===== config.mk =====
export PLATFORM = sky130hd
export DESIGN_NAME = vend_io_controller
export DESIGN_NICKNAME = d
export VERILOG_FILES = /design/src/rtl/vend_io_controller.sv
export SDC_FILE = /design/constraint.sdc
export NUM_CORES = 1
export LEC_CHECK = 0
export ABC_AREA = 1
export CAP_MARGIN = 20
export CORE_MARGIN = 5
export CORE_UTILIZATION = 40
export CTS_CLUSTER_DIAMETER = 200
export DETAILED_ROUTE_END_ITERATION = 6
export GPL_TIMING_DRIVEN = 1
export PLACE_DENSITY = 0.78
export SETUP_SLACK_MARGIN = 0.02
export SYNTH_ARGS = -nofsm -noshare
export SYNTH_HDL_FRONTEND = slang
export SYNTH_SLANG_ARGS = --single-unit

===== constraint.sdc =====
create_clock -name clock -period 5.95 [get_ports clock]
set_input_delay 1.19 -clock clock [delete_from_list [all_inputs] [get_ports clock]]
set_output_delay 1.19 -clock clock [all_outputs]
set_load 0.01 [all_outputs]

===== src/rtl/vend_io_controller.sv =====
// Vending I/O controller: edge-captured coin/refund events queued for the CPU,
// memory-mapped status and output registers, pulse shaping and a pacing tick.
module vend_io_controller #(
    parameter int TICK_PERIOD  = 16,
    parameter int QUEUE_DEPTH  = 4,
    parameter int PULSE_CYCLES = 16
) (
    input  logic        clock,
    input  logic        reset_n,
    input  logic        nickel,
    input  logic        dime,
    input  logic        refund,
    input  logic        mem_read_en,
    input  logic        mem_write_en,
    input  logic [31:0] mem_address,
    input  logic [31:0] mem_write_value,
    output logic [31:0] mem_read_value,
    output logic        nickel_out,
    output logic        dime_out,
    output logic        vend,
    output logic        tick,
    output logic        overflow
);
    localparam int AW = $clog2(QUEUE_DEPTH);
    localparam int CW = $clog2(QUEUE_DEPTH + 1);
    localparam int TW = $clog2(TICK_PERIOD);
    localparam int HW = $clog2(PULSE_CYCLES + 1);

    localparam logic [31:0]   ADDR_EVENT  = 32'h0000_1000;
    localparam logic [31:0]   ADDR_STATUS = 32'h0000_1004;
    localparam logic [31:0]   ADDR_OUTPUT = 32'h0000_1008;
    localparam logic [CW-1:0] DEPTH_C     = CW'(QUEUE_DEPTH);
    localparam logic [TW-1:0] TICK_LAST   = TW'(TICK_PERIOD - 1);
    localparam logic [HW-1:0] HOLD_INIT   = HW'(PULSE_CYCLES);

    logic [2:0]    prev_q, prev_d, pend_q, pend_d;
    logic [2:0]    rise, sel;
    logic [4:0]    fifo_q [QUEUE_DEPTH];
    logic [4:0]    fifo_d [QUEUE_DEPTH];
    logic [AW-1:0] rd_q, rd_d, wr_q, wr_d;
    logic [CW-1:0] cnt_q, cnt_d;
    logic          ovf_q, ovf_d;
    logic          tpend_q, tpend_d;
    logic [TW-1:0] tcnt_q, tcnt_d;
    logic [HW-1:0] hold_q, hold_d;
    logic [2:0]    out_q, out_d;

    logic          is_event, is_status, is_output;
    logic          empty, full, pop, push, status_rd, wr_out;
    logic [4:0]    push_code, head;
    logic [31:0]   cnt_w;
    logic [2:0]    cnt_sat;
    logic          unused_wdata;

    assign unused_wdata = ^mem_write_value[31:5];

    assign is_event  = (mem_address == ADDR_EVENT);
    assign is_status = (mem_address == ADDR_STATUS);
    assign is_output = (mem_address == ADDR_OUTPUT);
    assign status_rd = mem_read_en & is_status;
    assign wr_out    = mem_write_en & is_output;
    assign tick      = (tcnt_q == TICK_LAST);

    always_comb begin
        prev_d    = {refund, dime, nickel};
        rise      = {refund, dime, nickel} & ~prev_q;
        empty     = (cnt_q == '0);
        full      = (cnt_q == DEPTH_C);
        pop       = mem_read_en & is_event & ~empty;
        sel       = '0;
        push_code = '0;
        // A pop in the same cycle frees the slot the push will use.
        if (!full || pop) begin
            if (pend_q[0]) begin
                sel       = 3'b001;
                push_code = 5'h05;
            end else if (pend_q[1]) begin
                sel       = 3'b010;
                push_code = 5'h0A;
            end else if (pend_q[2]) begin
                sel       = 3'b100;
                push_code = 5'h10;
            end
        end
        push   = |sel;
        pend_d = (pend_q & ~sel) | rise;
        ovf_d  = ovf_q | (|(rise & pend_q & ~sel));
        fifo_d = fifo_q;
        if (push) begin
            fifo_d[wr_q] = push_code;
        end
        wr_d  = wr_q + AW'(push);
        rd_d  = rd_q + AW'(pop);
        cnt_d = cnt_q + CW'(push) - CW'(pop);
        head  = empty ? 5'h00 : fifo_q[rd_q];
    end

    always_comb begin
        tcnt_d  = tick ? '0 : tcnt_q + TW'(1);
        tpend_d = tpend_q;
        if (tick) begin
            tpend_d = 1'b1;
        end else if (status_rd) begin
            tpend_d = 1'b0;
        end
    end

    always_comb begin
        out_d  = out_q;
        hold_d = hold_q;
        if (wr_out) begin
            out_d  = {mem_write_value[4],
                      mem_write_value[1] & mem_write_value[3],
                      mem_write_value[0] & mem_write_value[2]};
            hold_d = HOLD_INIT;
        end else if (hold_q != '0) begin
            hold_d = hold_q - HW'(1);
            if (hold_q == HW'(1)) begin
                out_d = '0;
            end
        end
    end

    always_comb begin
        cnt_w          = 32'(cnt_q);
        cnt_sat        = (cnt_w > 32'd7) ? 3'd7 : cnt_w[2:0];
        mem_read_value = '0;
        unique case (1'b1)
            is_event:  mem_read_value = {27'b0, head};
            is_status: mem_read_value = {26'b0, tpend_q, ovf_q, cnt_sat, ~empty};
            default:   mem_read_value = '0;
        endcase
    end

    always_ff @(posedge clock or negedge reset_n) begin
        if (!reset_n) begin
            prev_q  <= '0;
            pend_q  <= '0;
            rd_q    <= '0;
            wr_q    <= '0;
            cnt_q   <= '0;
            ovf_q   <= 1'b0;
            tpend_q <= 1'b0;
            tcnt_q  <= '0;
            hold_q  <= '0;
            out_q   <= '0;
            for (int i = 0; i < QUEUE_DEPTH; i++) begin
                fifo_q[i] <= '0;
            end
        end else begin
            prev_q  <= prev_d;
            pend_q  <= pend_d;
            rd_q    <= rd_d;
            wr_q    <= wr_d;
            cnt_q   <= cnt_d;
            ovf_q   <= ovf_d;
            tpend_q <= tpend_d;
            tcnt_q  <= tcnt_d;
            hold_q  <= hold_d;
            out_q   <= out_d;
            for (int i = 0; i < QUEUE_DEPTH; i++) begin
                fifo_q[i] <= fifo_d[i];
            end
        end
    end

    assign nickel_out = out_q[0];
    assign dime_out   = out_q[1];
    assign vend       = out_q[2];
    assign overflow   = ovf_q;

endmodule


==> flow_summary.toml <==
[run_status]
status = "finished, final reports clean"

[synthesis]
ys_seq_area_frac = 0.413
avgSynthCellArea_um2 = 8.38
yosys_warnings = 0
synth_cell_type_count = 36
ys_ff_latch = 39
synth_ff_type = "dfrtp_1"
syn_inst = 282
synth_edf_count = 0
syn-cell-area_um2 = 2360
async_flop_share = 1.00

[sta]
setup_viol = 0
fin_crit_ns = 4.34
maxSlewViolCount = 0
tightest_slew_ns = 0.851
slew_headroom = 0.433
tns_ns = 0
rsz0062_at_grt = "no"
fin_crit_sh = 0.729
fmax_mhz = 230
clock_skew_ns = 0.00560
hold_violations = 0
fin_ws_ns = 1.61

[grt]
grt_overflow = 0
track_usage = 0.129
grt_first_pass_wirelength_mm = 7.67
antenna_found_initial = 0
grt_max_degree = 40
first_global_vias = 1770

[detailed_routing]
routed_wl_mm = 4.78
firstDrtPassIters = 4
vias_per_cell = 4.48
first_iter_violations = 107
drtAntennaViolNets = 0
vias = 1871
drc = 0
wl_per_cell_um = 11.4

[power]
p_sw_frac = 0.230
clockPowerShare = 0.398
combinationalPowerShare = 0.126
internal-power_w = 0.000439
power_density_nw_per_um2 = 190
power_leakage_nw = 1.50
p_sw_w = 0.000131
p_seq_frac = 0.477
ir_drop_mv = 0.133

[floorplanning]
fp.dieH_um = 86.9
die_w_um = 86.9
row_count = 28
num_io_pins = 108
core_area_um2 = 5820
start_util = 0.406
die_area_um2 = 7540

[setup_path]
worstRegToRegCells = 11
crit_type = "primary input to output pin"
worstSetupStartpointType = "primary input"
worstPathMaxFanout = 7
r2r_start = "cnt_q[1]"
r2r-end = "cnt_q[2]"
arrival_ns = 3.15
rrSetupSlack_ns = 3.66
end_kind = "output pin"
required_ns = 4.76

[hold_path]
holdPathEnd = "pend_q[2]"
hold_path.class = "flip-flop to flip-flop"
holdCritStartpoint = "pend_q[2]"
hold_path_depth = 2

[clock_network]
clock-root-buffer = "clkbuf_8"
cts_tree = "done"
cts.path.max_buffers = 2
cts_buffers = 5
hold_buffers = 0
htree_num_levels = 2
clock_latency_ns = 0.29
cts_resized = 0
cts_setup_buffers = 0
clkTransAtPathRegs_ns = 0.07
numClockSinks = 39

[place]
dp_hpwl_mm = 3.75
port_buffers = 54
dp_slack_ns = 1.55
place.gp.congestion = 0.778

[cells_and_area]
fin_nets = 420
diodes = 0
drive_gt1_frac = 0.117
fill_cells = 545
syn_to_final_growth_pct = 27.3

[job]
max_cap_violations = 0
-- power groups by stage --
| stage | registers, W | logic, W | clock network [W] |
|---|---|---|---|
| after floorplan | 0.000277 | 0.0000470 | 0 |
| after global placement | 0.000277 | 0.0000707 | 0 |
| after detailed placement | 0.000277 | 0.0000715 | 0 |
| after CTS | 0.000272 | 0.0000723 | 0.000233 |
| after global routing | 0.000273 | 0.0000794 | 0.000245 |
| final | 0.000272 | 0.0000716 | 0.000227 |
-- layer usage --
| metal | part of all wire | GRT usage | vias up |
|---|---|---|---|
| met1 | 0.45 | 0.160 | 832 |
| met3 | 0.11 | 0.0473 | 5 |
| met5 | 0 | 0 | - |
| li1 | - | - | 956 |
| met4 | 0.012 | 0.0340 | 0 |
| met2 | 0.43 | 0.210 | 78 |
-- sequential cells by signal, summed over array words and instances, names as in the netlist --
| signal | count |
|---|---|
| fifo_q | 12 |
| hold_q | 5 |
| tcnt_q | 4 |
| cnt_q | 3 |
| out_q | 3 |
| pend_q | 3 |
| prev_q | 3 |
| rd_q | 2 |
| wr_q | 2 |
| overflow | 1 |
| tpend_q | 1 |
-- synth_stat cells (2+ instances only) --
cell type   n  area share
nor3_1      2      0.0042
xor2_1      5       0.019
nand3_4     3       0.022
nand2_1    50       0.079
ha_1        6       0.032
dfrtp_1    39        0.41
nand3_1     7       0.015
nand4_1     3      0.0079
buf_4      26       0.083
inv_2       4      0.0064
o21ai_0    17       0.036
nor2_4      3       0.014
inv_1      41       0.065
nor2_1     28       0.044
nand3b_4    2       0.017
or2_2       2      0.0053
o22ai_1     3      0.0079
o21ai_1    12       0.025
nand2_4     2      0.0095
nor2_2      4       0.011
a21oi_1     4      0.0085
nand2_2     5       0.013
-- logic make-up (layout without fill, tap and decap cells) --
family | count (synthesis) | in the layout | synth area share
simple gates | 116 | 116 | 0.271
buf+inv | 71 | 107 | 0.154
compound gates | 42 | 42 | 0.0980
flops | 39 | 39 | 0.413
fa+ha+maj | 7 | 7 | 0.0403
xor+xnor | 6 | 6 | 0.0222
other cells | 1 | 26 | 0.00159
-- cell type report --
class,count,area (um2),area share
Timing Repair Buffer,54,536,0.178
Clock inverter,2,35.0,0.0116
Clock buffer,6,82.6,0.0275
Tap cell,75,93.8,0.0312
Sequential cell,39,976,0.324
Multi-Input combinational cell,197,1120,0.371
Inverter,45,169,0.0562
-- stage by stage --
stage | std cells | hold WS, ns | instance area (um2) | util | power (W)
CTS | 418 | 0.477 | 3010 | 0.517 | 0.000577
global placement | 410 | 0.457 | 2890 | 0.497 | 0.000348
finish | 418 | 0.473 | 3010 | 0.517 | 0.000570
detailed placement | 410 | 0.459 | 2890 | 0.497 | 0.000349
floorplan | 307 | 0.442 | 2460 | - | 0.000324
global route | 418 | 0.521 | 3010 | 0.517 | 0.000597
-- worst max path at each step --
stage	startpoint	end	cells after the start
6_report	mem_address[27]	mem_read_value[3]	7
5_1_grt	mem_address[23]	mem_read_value[3]	8
4_1_cts	mem_address[27]	mem_read_value[3]	7
3_5_place_dp	mem_address[27]	mem_read_value[3]	7
3_3_place_gp	mem_address[16]	mem_read_value[3]	9
2_1_floorplan	mem_address[23]	mem_read_value[0]	6
-- worst max-delay path: stages --
cell and delay (ns):
clkdlybuf4s50_1 0.40, nor2_1 0.15, nand4_2 0.14, nor2_4 0.16, nand4_1 0.23, o21ai_0 0.28, clkdlybuf4s50_1 0.59
-- layout by cell type (no fill, tap or decap), types with 2 or more instances in the layout --
master | netlist | routed
nand3_1 | 7 | 7
conb_1 | 1 | 26
clkbuf_8 | 0 | 6
or2_2 | 2 | 2
nand4_1 | 3 | 3
o21ai_0 | 17 | 17
nor2_2 | 4 | 4
nand2_1 | 50 | 50
nor3_1 | 2 | 2
o21ai_1 | 12 | 12
dfrtp_1 | 39 | 39
inv_2 | 4 | 4
a21oi_1 | 4 | 4
nand2_2 | 5 | 5
nor2_4 | 3 | 3
nand3b_4 | 2 | 2
xor2_1 | 5 | 5
clkdlybuf4s50_1 | 0 | 53
ha_1 | 6 | 6
o22ai_1 | 3 | 3
inv_1 | 41 | 41
nor2_1 | 28 | 28
nand2_4 | 2 | 2
nand3_4 | 3 | 3
No activity file was read; power rests on OpenSTA's default activity.
